## config.mk

```make
export PLATFORM = sky130hd
export DESIGN_NAME = mod_n_updown_counter
export DESIGN_NICKNAME = d
export VERILOG_FILES = /design/src/rtl/counter_pkg.sv /design/src/rtl/mod_n_tc_decode.sv /design/src/rtl/mod_n_updown_counter.sv
export SDC_FILE = /design/constraint.sdc
export NUM_CORES = 1
export LEC_CHECK = 0
export ABC_AREA = 1
export CAP_MARGIN = 40
export CORE_AREA = 2 2 39 41
export DETAILED_ROUTE_END_ITERATION = 8
export DIE_AREA = 0 0 41 43
export PLACE_DENSITY = 0.65
export RECOVER_POWER = 25
export SLEW_MARGIN = 10
export SYNTH_ARGS = -nofsm -noshare
export SYNTH_HDL_FRONTEND = slang
export SYNTH_SLANG_ARGS = --single-unit
```

## constraint.sdc

```tcl
create_clock -name clk -period 1.05 [get_ports clk]
set_input_delay 0.105 -clock clk [delete_from_list [all_inputs] [get_ports clk]]
set_output_delay 0.105 -clock clk [all_outputs]
set_load 0.02 [all_outputs]
```

## src/rtl/counter_pkg.sv

```systemverilog
// rtl/counter_pkg.sv - shared types and defaults for the mod-N up/down counter
package counter_pkg;

    typedef enum logic {
        DIR_DOWN = 1'b0,
        DIR_UP   = 1'b1
    } count_dir_t;

    localparam int DEFAULT_WIDTH   = 4;
    localparam int DEFAULT_MODULUS = 16;

endpackage

```

## src/rtl/mod_n_tc_decode.sv

```systemverilog
// rtl/mod_n_tc_decode.sv - combinational terminal-count decode for the mod-N counter
module mod_n_tc_decode
    import counter_pkg::*;
#(
    parameter int WIDTH   = DEFAULT_WIDTH,
    parameter int MODULUS = DEFAULT_MODULUS
) (
    input  logic [WIDTH-1:0] Q,
    input  logic             up_dn,
    input  logic             enable,
    output logic             tc
);

    // Compared one bit wider so MODULUS == 2**WIDTH still decodes correctly
    localparam logic [WIDTH:0] LAST = (WIDTH + 1)'(MODULUS - 1);

    logic at_top;
    logic at_bottom;

    assign at_top    = ({1'b0, Q} == LAST);
    assign at_bottom = (Q == '0);

    assign tc = enable & (((up_dn == DIR_UP) & at_top) | ((up_dn == DIR_DOWN) & at_bottom));

endmodule

```

## src/rtl/mod_n_updown_counter.sv

```systemverilog
// rtl/mod_n_updown_counter.sv - mod-N up/down counter with wrap/saturate, sticky overflow; COUNTER_LOAD_EN adds parallel load
module mod_n_updown_counter
    import counter_pkg::*;
#(
    parameter int WIDTH    = DEFAULT_WIDTH,
    parameter int MODULUS  = DEFAULT_MODULUS,
    parameter int SATURATE = 0
) (
    input  logic             clk,
    input  logic             clear,
    input  logic             enable,
    input  logic             up_dn,
`ifdef COUNTER_LOAD_EN
    input  logic             load,
    input  logic [WIDTH-1:0] load_val,
`endif
    input  logic             flag_clr,
    output logic [WIDTH-1:0] Q,
    output logic             tc,
    output logic             wrap,
    output logic             ovf
);

    localparam logic [WIDTH:0] LAST = (WIDTH + 1)'(MODULUS - 1);

    logic [WIDTH:0]   count_ext;
    logic [WIDTH-1:0] q_next;
    logic [WIDTH-1:0] load_clamped;
    logic             load_take;
    logic             ovf_set;
    logic             wrap_next;

    mod_n_tc_decode #(
        .WIDTH   (WIDTH),
        .MODULUS (MODULUS)
    ) u_tc_decode (
        .Q      (Q),
        .up_dn  (up_dn),
        .enable (enable),
        .tc     (tc)
    );

    assign count_ext = {1'b0, Q};

`ifdef COUNTER_LOAD_EN
    assign load_take    = load;
    assign load_clamped = ({1'b0, load_val} > LAST) ? LAST[WIDTH-1:0] : load_val;
`else
    assign load_take    = 1'b0;
    assign load_clamped = '0;
`endif

    // A range-end edge (tc) either wraps or is a refused saturating step; load masks both
    assign ovf_set   = tc & ~load_take;
    assign wrap_next = ovf_set && (SATURATE == 0);

    always_comb begin
        q_next = Q;
        if (load_take) begin
            q_next = load_clamped;
        end else if (enable) begin
            if (up_dn == DIR_UP) begin
                if (count_ext == LAST) begin
                    q_next = (SATURATE != 0) ? LAST[WIDTH-1:0] : '0;
                end else begin
                    q_next = WIDTH'(count_ext + 1'b1);
                end
            end else begin
                if (count_ext == '0) begin
                    q_next = (SATURATE != 0) ? '0 : LAST[WIDTH-1:0];
                end else begin
                    q_next = WIDTH'(count_ext - 1'b1);
                end
            end
        end
    end

    always_ff @(posedge clk or negedge clear) begin
        if (!clear) begin
            Q    <= '0;
            wrap <= 1'b0;
            ovf  <= 1'b0;
        end else begin
            Q    <= q_next;
            wrap <= wrap_next;
            if (ovf_set) begin
                ovf <= 1'b1;
            end else if (flag_clr) begin
                ovf <= 1'b0;
            end
        end
    end

endmodule
```

Yosys cells after proc, flatten, opt, wreduce, memory -nomap -nowiden
Index checks and enable logic that the tools add are counted.
{"block": "totals", "regBits": 6, "out_inout_bits": 7}
{"block": "op_classes", "bitwise": 5, "n_mux": 5, "n_addsub": 2, "n_reduce_logical": 3, "n_eq_ne": 1}
{"cell": "4-bit 2-to-1 mux", "count": 3}
{"cell": "5-bit logical NOT", "count": 1}
{"cell": "4-bit by 1-bit adder with 4-bit output (second input constant)", "count": 1}
{"cell": "4-bit == test (second input constant)", "count": 1}
{"cell": "4-bit logical NOT", "count": 1}
{"cell": "4-bit by 1-bit subtractor with 4-bit output (second input constant)", "count": 1}
{"cell": "1-bit bitwise AND", "count": 3}
{"cell": "1-bit 2-to-1 mux", "count": 2}
{"cell": "2-bit nonzero test", "count": 1}
{"cell": "1-bit inverter", "count": 1}
{"cell": "1-bit OR", "count": 1}

Longest topological paths before layout
{"block": "depth", "word_depth": 5, "depth_mapped": 8, "mapped_depth_nobuf": 8}

Modules after synthesis
From an unflattened synthesis, not the netlist that was laid out.
{"block": "unflattened", "cells_unflattened": 58, "hier_area_um2": 417.9}
{"mod": "mod_n_updown_counter", "area_per_inst_um2": 374.1, "seq_area_each_um2": 150.1, "instances": 1, "cells_each": 47}
{"mod": "mod_n_tc_decode", "area_per_inst_um2": 43.8, "seq_area_each_um2": 0.0, "instances": 1, "cells_each": 11}

Least setup slack after synthesis
Ideal clock, no wire load.
{"block": "synth_path", "path_type": "reg2reg", "startpoint": "register Q[0]", "endpoint": "register wrap", "t_required_ns": 0.900, "path_stages_with_launch": 9, "t_arrival_ns": 1.197, "path_slack_ns": -0.297, "n_path_buf": 0, "path_cell_list": "dfrtp_1 > inv_1 > ha_1 > inv_1 > nor2_1 > nand2_1 > nand2_1 > nand2_1 > inv_1"}
{"block": "synth_between", "elab_chain_len": 4, "elab_cells_between_ends": 6, "cone_classes": "eq/ne: 1; bitwise: 4; reduce/logical: 1"}
{"item": "from (decl)", "line_no": "mod_n_updown_counter.sv:18", "text": "output logic [WIDTH-1:0] Q,"}
{"item": "from (signal assigned)", "line_no": "mod_n_updown_counter.sv:84", "text": "Q <= q_next;"}
{"item": "4-bit == test or 4-bit logical NOT (tied branches)", "line_no": "mod_n_tc_decode.sv:20, mod_n_tc_decode.sv:21"}
{"item": "1-bit bitwise AND", "line_no": "mod_n_tc_decode.sv:23", "text": "assign tc = enable & (((up_dn == DIR_UP) & at_top) | ((up_dn == DIR_DOWN) & at_bottom));"}
{"item": "1-bit OR *", "line_no": "mod_n_tc_decode.sv:23"}
{"item": "1-bit bitwise AND *", "line_no": "mod_n_tc_decode.sv:23"}
{"item": "via tc", "line_no": "mod_n_updown_counter.sv:19", "text": "output logic tc,"}
{"item": "to (signal assigned)", "line_no": "mod_n_updown_counter.sv:85", "text": "wrap <= wrap_next;"}
{"item": "to (decl)", "line_no": "mod_n_updown_counter.sv:20", "text": "output logic wrap,"}
The timed path passes the listed nets; every way through them passes the cells marked *.
A chain may end at the register's enable or synchronous reset.

Worst setup path in the final report
{"block": "layout_path", "startpoint": "register Q[1]", "endpoint": "output port tc"}
{"block": "layout_between", "elab_chain_len": 4, "elab_cells_between_ends": 6, "cone_classes": "eq/ne: 1; bitwise: 4; reduce/logical: 1"}
{"item": "4-bit == test or 4-bit logical NOT (tied branches)", "line_no": "mod_n_tc_decode.sv:20, mod_n_tc_decode.sv:21"}
{"item": "1-bit bitwise AND", "line_no": "mod_n_tc_decode.sv:23"}
{"item": "1-bit OR *", "line_no": "mod_n_tc_decode.sv:23"}
{"item": "1-bit bitwise AND *", "line_no": "mod_n_tc_decode.sv:23"}
{"item": "to (decl)", "line_no": "mod_n_updown_counter.sv:19"}
Mark *: on every way between the ends. The rest lies on a longest branch, timed or not.

==> results.cfg <==
[status]
status = finished with violations
violations = setup timing

[clocking]
cts_root_buf = clkbuf_4
cts-buffers-inserted = 3
clk_latency_ns = 0.24
clk_pin_slew_ns = 0.05
htree_num_levels = 1
cts.sinks = 6
cts_tree = yes
cts_buffer_depth = 2

[synthesis]
synth_area_leaders = dfrtp_1, nand2_1, inv_1
synth_top_cell_by_area = dfrtp_1
yosysMostFrequentCell = nand2_1
seq_area_frac_synth_pct = 38.59
yosys_warnings = 0
yosysTopAreaCellShare_pct = 38.59
avgSynthCellArea_um2 = 7.483
synth.distinct_cells = 14
syn_inst = 52
syn_nets = 59
synth_seq_cells = 6
synthFlopType = dfrtp_1
synthArstFlopShare_pct = 100.0
syn_area_um2 = 389.1
synthTopCellsByCount = nand2_1, inv_1, dfrtp_1, nand3_1, o21ai_1
synth-edff-count = 0

[sta]
fin_crit_ns = 1.469
fmax_mhz = 680.8
fin_hold_ws_ns = 0.1650
rsz0062_at_grt = yes
timing.final.ws_setup_ns = -0.4189
setup_viol = 9
worstMarginPinSlew_ns = 0.2582
drv_slew = 0
maxSlewHeadroom_pct = 82.73
timing.final.crit_share_pct = 139.9
hold_viol_final = 0
fin_setup_tns_ns = -1.798
fin_worst_skew_ns = 0.003996

[placed_design]
dpl.hpwl_um = 730.4
place.gp.congestion = 0.8184
port_buffers = 11

[power_and_ir_drop]
clkPwrFrac_pct = 11.6
max-vdd-ir-drop_mv = 1.475
power.density_nw_per_um2 = 2463
internal-power_uw = 1192
switching_share_pct = 39.26
seq_power_share_pct = 20.5
p_sw_uw = 770.7
leakage_uw = 0.0004081
power_frac_comb_pct = 67.9

[critical_path]
path_class = reg2out
cp_slowest_cell = dfrtp_2
slowest_delay_ns = 0.43
cp.arrival_ns = 1.36
cp_num_buf_inv = 4
path_cells = inv_2, ha_4, inv_2, nor2_4, nand2_2, nand2_2, nand2_2, inv_2, buf_6
endpoint_kind = output pin
path_delay_family = flip-flops
worstSetupStartpointType = flip-flop
crit_required_ns = 0.94
cp_max_fo = 4

[finish]
nets = 98
synthToLayoutAreaGrowth_pct = 104.8
diodes = 0
drive_gt1_share_pct = 61.11

[route]
drcViolationCount = 0
wl_per_cell_um = 10.33
viasPerCell = 4.283
vias = 454
antenna_left = 0
firstDrtPassIters = 2
drtIter0Drc = 2
routed_wirelength_um = 1095

[global_route]
antenna_found_initial = 0
grt_max_degree = 7
grt.total_usage_pct = 15.20
grt_pass1_wl_um = 1759
grt_pass1_vias = 428
grt_overflow = 0

[floorplanning]
die-area_um2 = 1763
io_pins = 12
die_w_um = 41
initial_core_util_pct = 28.12
die_y_um = 43
coreArea_um2 = 1384
rows = 14

[job]
max_cap_viol_count = 0

[min_path]
hold_path_class = in2async
[routing by layer]
metal	vias up	part of all wire (%)	track usage, %
met3	0	1.1	1.571
li1	241	-	-
met4	0	0	8.000
met5	-	0	0
met2	4	58	24.06
met1	209	41	19.21
[cell families after synthesis]
family	count (synthesis)	synth area share, %
AOI/OAI and AO/OA	5	8.357
DFF	6	38.58
xor gates and xnor gates	2	4.502
and+or+nand+nor	25	28.62
adders and majority gates	2	6.430
buffers and inverters	12	13.50
[what timing repair did]
action / in CTS / in global routing
endpoints found under the setup margin: 13 / 13
buffers inserted: 8 / 5
pin swaps: 4 / 10
hold buffers: 0 / 0
resized for setup: 33 / 17
[flip-flops by register name (all words and copies together) (netlist names)]
signal / flops
ovf: 1
Q: 4
wrap: 1
[power by group through the flow]
stage               combinational (µW)  sequential, µW  clock, µW
finish                            1330             402        227
global route                      1460             411        259
CTS                               1110             395        238
detailed placement                 985             406          0
global placement                   967             407          0
floorplan                          421             510          0
[stage by stage]
stage	worst slack [ns]	std cells	power, µW	utilization, %	cell area (µm²)
final	-0.4189	106	1963	57.59	797.0
after global routing	-0.5088	106	2132	57.59	797.0
after CTS	-0.4432	102	1745	51.18	708.2
after global placement	-0.6915	92	1375	45.57	630.6
after floorplan	-0.1632	52	931.2	-	406.6
after detailed placement	-0.7006	92	1391	45.57	630.6
[layout make-up]
class / instances / area [µm²]
fill: 122 / 586.8
timing repair buffer: 35 / 311.5
multi-input combinational: 34 / 245.2
sequential: 6 / 152.6
inverter: 11 / 41.29
clock buffer: 4 / 26.28
tap: 16 / 20.02
[cells in the final DEF (no fill, tap or decap)]
cell / synthesis / routed
o21ai_1: 3 / 2
xor2_2: 0 / 1
inv_1: 9 / 5
inv_2: 2 / 6
nand2_2: 0 / 6
nand2_1: 14 / 8
clkbuf_1: 0 / 1
buf_4: 0 / 20
dlygate4sd3_1: 0 / 1
nand3_2: 0 / 1
clkbuf_4: 0 / 3
nand3_1: 6 / 5
o211ai_2: 1 / 1
a21oi_1: 1 / 1
dfrtp_2: 0 / 2
nor2_4: 0 / 2
dfrtp_1: 6 / 4
xor2_1: 2 / 1
clkdlybuf4s50_1: 0 / 3
ha_4: 0 / 1
clkdlybuf4s15_1: 0 / 2
nand4_1: 2 / 2
o21ai_2: 0 / 1
buf_6: 1 / 9
ha_2: 0 / 1
nor2_2: 2 / 1
[worst paths after layout]
| kind | startpoint | endpoint | slack [ns] | depth (start not counted) |
|---|---|---|---|---|
| max | Q[1]$_DFFE_PN0P_ | tc | -0.42 | 9 |
| min | clear | wrap$_DFF_PN0_ | 0.16 | 1 |
| max reg2reg | Q[1]$_DFFE_PN0P_ | wrap$_DFF_PN0_ | -0.37 | 11 |
| min reg2reg | ovf$_DFFE_PN0P_ | ovf$_DFFE_PN0P_ | 0.51 | 2 |
| max in group asynchronous | clear | Q[1]$_DFFE_PN0P_ | 0.66 | 1 |
| min in group clk | flag_clr | ovf$_DFFE_PN0P_ | 0.42 | 2 |
(Power assumes the default switching activity.)
